--- src/rtl/traffic_controller_if.sv ---
// Sensor and lamp bundle for the two-road intersection controller.
// The controller takes the slave side; whatever drives the sensors takes the master side.
interface traffic_controller_if;
  logic A;
  logic B;
  logic C;
  logic D;
  logic L_O;
  logic N_S;
  logic L_O_Y;
  logic N_S_Y;

  modport master (output A, B, C, D, input L_O, N_S, L_O_Y, N_S_Y);
  modport slave  (input A, B, C, D, output L_O, N_S, L_O_Y, N_S_Y);
endinterface

--- src/rtl/traffic_controller.sv ---
// Two-phase main/secondary road controller: a Moore FSM with min/max green,
// yellow and all-red phases, driven by synchronized vehicle sensors.
module traffic_controller #(
  parameter int MIN_GREEN_LO = 8,
  parameter int MIN_GREEN_NS = 4,
  parameter int MAX_GREEN_NS = 10,
  parameter int YELLOW       = 2,
  parameter int ALL_RED      = 1
) (
  input logic                 clk,
  input logic                 rst_n,
  traffic_controller_if.slave bus
);

  function automatic int max2(input int a, input int b);
    return (a > b) ? a : b;
  endfunction

  localparam int MAX_P   = max2(max2(max2(MIN_GREEN_LO, MIN_GREEN_NS),
                                     max2(MAX_GREEN_NS, YELLOW)), ALL_RED);
  localparam int TIMER_W = $clog2(MAX_P + 1);

  localparam logic [TIMER_W-1:0] T_MIN_LO = TIMER_W'(MIN_GREEN_LO - 1);
  localparam logic [TIMER_W-1:0] T_MIN_NS = TIMER_W'(MIN_GREEN_NS - 1);
  localparam logic [TIMER_W-1:0] T_MAX_NS = TIMER_W'(MAX_GREEN_NS - 1);
  localparam logic [TIMER_W-1:0] T_YEL    = TIMER_W'(YELLOW - 1);
  localparam logic [TIMER_W-1:0] T_RED    = TIMER_W'(ALL_RED - 1);

  typedef enum logic [2:0] {
    LO_GRN,
    LO_YEL,
    RED_TO_NS,
    NS_GRN,
    NS_YEL,
    RED_TO_LO
  } state_t;

  state_t               r_state;
  state_t               w_next;
  logic [TIMER_W-1:0]   r_timer;
  logic [3:0]           r_sync_meta;
  logic [3:0]           r_sync;
  logic                 w_as, w_bs, w_cs, w_ds;
  logic                 w_req;

  // Two-flop synchronizer, bit order {A, B, C, D}. Cleared on reset so a
  // stale sensor value cannot raise a request right after reset release.
  // NOTE: sequential state uses non-blocking (<=) so every flop samples the
  // pre-edge value of its neighbours; blocking here would collapse the chain.
  always_ff @(posedge clk or negedge rst_n) begin
    if (!rst_n) begin
      r_sync_meta <= '0;
      r_sync      <= '0;
    end else begin
      r_sync_meta <= {bus.A, bus.B, bus.C, bus.D};
      r_sync      <= r_sync_meta;
    end
  end

  assign {w_as, w_bs, w_cs, w_ds} = r_sync;
  assign w_req = (w_cs & w_ds & ~(w_as & w_bs)) | ((w_cs | w_ds) & ~w_as & ~w_bs);

  // NOTE: w_next gets a default before the case so no path leaves it
  // unassigned, which would otherwise infer a latch.
  always_comb begin
    w_next = r_state;
    unique case (r_state)
      LO_GRN:    if (r_timer >= T_MIN_LO && w_req)                 w_next = LO_YEL;
      LO_YEL:    if (r_timer == T_YEL)                              w_next = RED_TO_NS;
      RED_TO_NS: if (r_timer == T_RED)                              w_next = NS_GRN;
      NS_GRN:    if ((r_timer >= T_MIN_NS && !w_req) || r_timer == T_MAX_NS)
                                                                    w_next = NS_YEL;
      NS_YEL:    if (r_timer == T_YEL)                              w_next = RED_TO_LO;
      RED_TO_LO: if (r_timer == T_RED)                              w_next = LO_GRN;
      default:                                                      w_next = LO_GRN;
    endcase
  end

  // Timer restarts on every state entry and saturates while a green is held.
  always_ff @(posedge clk or negedge rst_n) begin
    if (!rst_n) begin
      r_state <= LO_GRN;
      r_timer <= '0;
    end else begin
      r_state <= w_next;
      if (w_next != r_state) begin
        r_timer <= '0;
      end else if (r_timer != '1) begin
        r_timer <= r_timer + TIMER_W'(1);
      end
    end
  end

  assign bus.L_O   = (r_state == LO_GRN);
  assign bus.L_O_Y = (r_state == LO_YEL);
  assign bus.N_S   = (r_state == NS_GRN);
  assign bus.N_S_Y = (r_state == NS_YEL);

endmodule

--- src/flat_wrapper.sv ---
// flat-port wrapper written by rule: the top's interface ports become plain ports
module traffic_controller_flat 
#(
  parameter int MIN_GREEN_LO = 8,
  parameter int MIN_GREEN_NS = 4,
  parameter int MAX_GREEN_NS = 10,
  parameter int YELLOW       = 2,
  parameter int ALL_RED      = 1
)
  (clk, rst_n, bus_A, bus_B, bus_C, bus_D, bus_L_O, bus_N_S, bus_L_O_Y, bus_N_S_Y);
  traffic_controller_if bus_i ();
  input logic clk;
  input logic rst_n;
  input wire logic [$bits(bus_i.A)-1:0] bus_A;
  input wire logic [$bits(bus_i.B)-1:0] bus_B;
  input wire logic [$bits(bus_i.C)-1:0] bus_C;
  input wire logic [$bits(bus_i.D)-1:0] bus_D;
  output wire logic [$bits(bus_i.L_O)-1:0] bus_L_O;
  output wire logic [$bits(bus_i.N_S)-1:0] bus_N_S;
  output wire logic [$bits(bus_i.L_O_Y)-1:0] bus_L_O_Y;
  output wire logic [$bits(bus_i.N_S_Y)-1:0] bus_N_S_Y;
  assign bus_i.A = bus_A;
  assign bus_i.B = bus_B;
  assign bus_i.C = bus_C;
  assign bus_i.D = bus_D;
  assign bus_L_O = bus_i.L_O;
  assign bus_N_S = bus_i.N_S;
  assign bus_L_O_Y = bus_i.L_O_Y;
  assign bus_N_S_Y = bus_i.N_S_Y;
  traffic_controller #(.MIN_GREEN_LO(MIN_GREEN_LO), .MIN_GREEN_NS(MIN_GREEN_NS), .MAX_GREEN_NS(MAX_GREEN_NS), .YELLOW(YELLOW), .ALL_RED(ALL_RED)) u_core (.clk(clk), .rst_n(rst_n), .bus(bus_i));
endmodule
--- config.mk ---
export PLATFORM = sky130hd
export DESIGN_NAME = traffic_controller_flat
export DESIGN_NICKNAME = d
export VERILOG_FILES = /design/src/rtl/traffic_controller_if.sv /design/src/rtl/traffic_controller.sv /design/src/flat_wrapper.sv
export SDC_FILE = /design/constraint.sdc
export NUM_CORES = 1
export LEC_CHECK = 0
export ABC_AREA = 1
export BUFFER_PORTS_ARGS = -buffer_cell sky130_fd_sc_hd__buf_4
export CORE_UTILIZATION = 48
export DETAILED_ROUTE_END_ITERATION = 16
export PLACE_DENSITY = 0.79
export SYNTH_ARGS = -nofsm -noshare
export SYNTH_HDL_FRONTEND = slang
export SYNTH_SLANG_ARGS = --single-unit
--- constraint.sdc ---
create_clock -name clk -period 1.5 [get_ports clk]
set_clock_uncertainty 0.15 [all_clocks]
set_input_delay 0.3 -clock clk [delete_from_list [all_inputs] [get_ports clk]]
set_output_delay 0.3 -clock clk [all_outputs]
set_load 0.1 [all_outputs]
## After elaboration in Yosys (flattened, before gate mapping)

Cells that the tools add are included.

- $add $sub $neg: 1
- Eq/ne operators: 9
- Reduce and logical (&&, ||, !) cells: 7
- $lt $le $gt $ge: 2
- Mux-type cells: 9
- Bitwise gates (word level): 10

Operator list:

| cell | number |
|---|---|
| 3-bit 2-to-1 mux | 6 |
| 3-bit one-hot mux with 6 select lines | 1 |
| 4-bit 2-to-1 mux | 2 |
| 3-bit by 2-bit == test with 1-bit output, second input constant | 2 |
| 3-bit == test, second input constant | 2 |
| 1-bit AND | 5 |
| 4-bit by 1-bit adder with 4-bit output, second input constant | 1 |
| 4-bit by 1-bit == test with 1-bit output, second input constant | 1 |
| 4-bit == test, second input constant | 1 |
| 4-bit by 2-bit >= comparator with 1-bit output, second input constant | 1 |
| 4-bit by 3-bit >= comparator with 1-bit output, second input constant | 1 |
| 4-bit zero test | 1 |
| 4-bit != test, second input constant | 1 |
| 3-bit by 1-bit == test with 1-bit output, second input constant | 1 |
| 3-bit zero test | 1 |
| 3-bit != test | 1 |
| 1-bit inverter | 3 |
| 1-bit logical AND | 2 |
| 1-bit bitwise OR | 2 |
| 2-bit nonzero test | 1 |
| 1-bit zero test | 1 |
| 1-bit logical OR | 1 |

- Logic and storage cells: 42
- Output and inout bits: 4
- Bits in registers: 15

## Logic depth before layout (Yosys ltp)

- Depth after elaboration: 11
- Mapped depth: 11

## Least setup slack after synthesis

Ideal clock, no wire load.

- Kind: reg2reg
- From: register u_core.r_state[2]
- To: register u_core.r_timer[2]
- Buffers on the path: 0
- Data arrival time: 1.620 ns
- Path slack: -0.391 ns
- Data required time: 1.229 ns
- Setup time: 0.121 ns
- Stages on the path, launching flop included: 9
- Path through: dfrtp_1 -> inv_1 -> nand3_1 -> inv_1 -> nand2_1 -> nand2_1 -> a21oi_2 -> nand2_2 -> nor2_1

- Longest elaborated chain between the ends: 4

RTL lines:

| element | line | source |
|---|---|---|
| start, declared | traffic_controller.sv:38 | `state_t r_state;` |
| start signal, assigned | traffic_controller.sv:85 | `r_state <= w_next;` |
| 3-bit by 2-bit == test with 1-bit output (*) | -- |  |
| named net bus_N_S | flat_wrapper.sv:19 | `output wire logic [$bits(bus_i.N_S)-1:0] bus_N_S;` |
| 3-bit one-hot mux with 6 select lines (*) | traffic_controller.sv:67 | `unique case (r_state)` |
| 3-bit != test (*) | traffic_controller.sv:86 | `if (w_next != r_state) begin` |
| 4-bit 2-to-1 mux or 2-bit nonzero test (tied branches) | -- |  |
| end signal, assigned | traffic_controller.sv:89 | `r_timer <= r_timer + TIMER_W'(1);` |
| end, declared | traffic_controller.sv:40 | `logic [TIMER_W-1:0] r_timer;` |

The timed path passes the listed nets; every way through them passes the cells marked *.
A chain may end at the register's enable or synchronous reset.

## Worst setup path in the final report

- From: register u_core.r_state[1]
- To: output port bus_L_O_Y

- Longest elaborated chain between the ends: 1

RTL lines:

| element | line | source |
|---|---|---|
| 3-bit by 1-bit == test with 1-bit output | traffic_controller.sv:95 | `assign bus.L_O_Y = (r_state == LO_YEL);` |
| end, declared | flat_wrapper.sv:20 | `output wire logic [$bits(bus_i.L_O_Y)-1:0] bus_L_O_Y;` |

Every way passes these cells.

==> qor.csv <==
metric,value,unit
postRouteAntennaNets,0,
seq_area,379,µm²
endpoint_kind,output port,
startpoint_type,flop,
holdPathStages,0,
drtIter0Drc,14,
maxSlewHeadroom,80.7,%
antenna_found_initial,0,
antennaDiodeCount,0,
path_class,flop to output port,
vdd_ir_drop_max,1160,µV
min_period,1740,ps
netlist_area,763,µm²
ctsHtreeMaxLevel,1,
dieArea,1750,µm²
slew_viol_final,0,
wl_per_cell,13.9,µm
final_core_util,82.9,%
routed_wl,1.99,mm
reg2regPathDepth,10,
fmax,0.574,GHz
hpwl,1.21,mm
power_density,2170,nW/µm²
status,finished with violations,
clk_latency,290,ps
cts_root_buf,clkbuf_4,
r2r_end,u_core.r_timer[1]$_DFFE_PN0P_,
grt_max_degree,16,
fillCellCount,90,
avgSynthCellArea,8.67,µm²
grt_pass1_wl,3.14,mm
worst_pin_slew,286,ps
grt_pass1_vias,706,
synth_seq_area_share,49.2,%
grt-ovfl-total,0,
worstPathArrival,1290,ps
layout_common_cells,"24 x buf_4, 12 x dfrtp_1, 11 x nor2_1",
place.gp.congestion,0.910,
setup_violations,10,
crit_fanout,4,
dieHeight,41.9,µm
yosysUniqueCellTypes,19,
cts_tree,yes,
clock_sinks,15,
cp.required,1050,ps
ff2ff_setup_slack,-230,ps
numCtsBuffers,3,
hold_class,flop to flop,
clk_pin_slew_worst_paths,90,ps
cts_buffer_depth,2,
timing.final.ws_setup,-242,ps
syn2layout_area_growth,61.6,%
syn_nets,97,
multiInputGateArea,409,µm²
drtPass1Iterations,4,
via_per_inst,5.15,
violations,negative setup slack,
holdPathEnd,u_core.r_sync[2]$_DFF_PN0_,
cap_violations,0,
ys_warn_count,0,
core,1490,µm²
syn_inst,88,
reg2reg_from,u_core.r_timer[0]$_DFFE_PN0P_,
yosys_register_bits,15,
via_count,736,
drc_errors,0,
drive_gt1_share,55.1,%
nets,137,
hold_ws,206,ps
fin_crit_sh,116,%
die_w,41.9,µm
layout_commonest_cell,buf_4,
hold_start,u_core.r_sync_meta[2]$_DFF_PN0_,
rsz0062_at_grt,true,
row_count,14,
finalHoldViolCount,0,
io_buffers,9,
grt_use_total,24.9,%
p_leak,0.582,nW
num_io_pins,10,
start_util,51.3,%
==> synth_stat cells <==
| library cell | instances | share of area (%) |
|---|---|---|
| dfrtp_1 | 15 | 49 |
| nor2_2 | 4 | 3.3 |
| ha_1 | 3 | 4.9 |
| xor2_1 | 1 | 1.1 |
| nor2_1 | 13 | 6.4 |
| o211ai_1 | 1 | 0.98 |
| inv_1 | 10 | 4.9 |
| nand2_2 | 5 | 4.1 |
| a21oi_1 | 2 | 1.3 |
| nor2_4 | 2 | 3.0 |
| nand3_1 | 9 | 5.9 |
| nand3_2 | 2 | 2.6 |
| a21oi_2 | 1 | 1.1 |
| o21ai_0 | 3 | 2.0 |
| o221ai_1 | 1 | 1.1 |
| inv_2 | 2 | 0.98 |
| clkinv_1 | 1 | 0.49 |
| nand2_1 | 12 | 5.9 |
| nor3_1 | 1 | 0.66 |
==> where the power goes <==
part	switching (W)	leakage (nW)	total, W	internal [W]
Clock	0.000132	0.0177	0.000231	0.0000992
Sequential	0.000117	0.181	0.000619	0.000502
Combinational	0.00104	0.383	0.00183	0.000792
==> routing by layer <==
layer | vias up | global-route usage (%) | wire, µm
met1 | 353 | 28.1 | 729
met2 | 19 | 43.8 | 1120
met5 | - | 0 | 0
met3 | 8 | 6.09 | 78
met4 | 0 | 11.6 | 58
li1 | 356 | - | -
==> registers in the layout, indices dropped and copies added (netlist names) <==
| name | count |
|---|---|
| u_core.r_sync | 4 |
| u_core.r_timer | 4 |
| u_core.r_sync_meta | 4 |
| u_core.r_state | 3 |
==> cell type report <==
class / count / area share, %
multi-input cells: 60 / 33.2
well taps: 16 / 1.62
clock inverters: 1 / 0.406
inverters: 13 / 5.27
clock buffers: 3 / 1.83
flip-flops and latches: 15 / 30.7
repair buffers: 35 / 27.0
==> per-stage QoR <==
step	instance area (µm²)	TNS [ps]	setup WS (ps)	instances	power [W]
3_5_place_dp	985	-938	-199	127	0.00200
6_report	1230	-1870	-242	143	0.00268
4_1_cts	1210	-1730	-218	140	0.00258
3_3_place_gp	985	-724	-158	127	0.00196
2_1_floorplan	792	-945	-213	88	0.00154
5_1_grt	1230	-2400	-295	143	0.00282
==> kinds of logic (layout without fill, tap and decap cells) <==
family	after synthesis	after routing	synth area share (%)
simple gates	48	48	31.8
flops	15	15	49.2
buf+inv	13	52	6.39
compound gates	8	8	6.56
fa+ha+maj	3	3	4.92
xor+xnor	1	1	1.15
==> worst max path at each step <==
stage / depth (start not counted) / slack (ps) / start / endpoint
final: 4 / -240 / u_core.r_state[1]$_DFF_PN0_ / bus_L_O_Y
after global routing: 4 / -290 / u_core.r_state[1]$_DFF_PN0_ / bus_L_O_Y
after CTS: 4 / -220 / u_core.r_state[1]$_DFF_PN0_ / bus_L_O_Y
after detailed placement: 11 / -200 / u_core.r_timer[1]$_DFFE_PN0P_ / u_core.r_timer[2]$_DFFE_PN0P_
after global placement: 11 / -160 / u_core.r_timer[0]$_DFFE_PN0P_ / u_core.r_timer[2]$_DFFE_PN0P_
after floorplan: 8 / -210 / u_core.r_state[2]$_DFF_PN0_ / u_core.r_timer[2]$_DFFE_PN0P_
==> timing repair <==
item	in CTS	in global routing
hold buffers	5	0
gates resized for setup	30	1
setup endpoints to repair	10	10
buffers inserted	4	3
hold endpoints to repair	19	0
pin swaps	5	5
==> worst max-delay path: stages (launching register included) <==
cell	delay [ps]
dfrtp_2	460
inv_1	100
nand3_2	150
clkinvlp_4	120
buf_12	170
No activity file was read; power rests on OpenSTA's default activity.
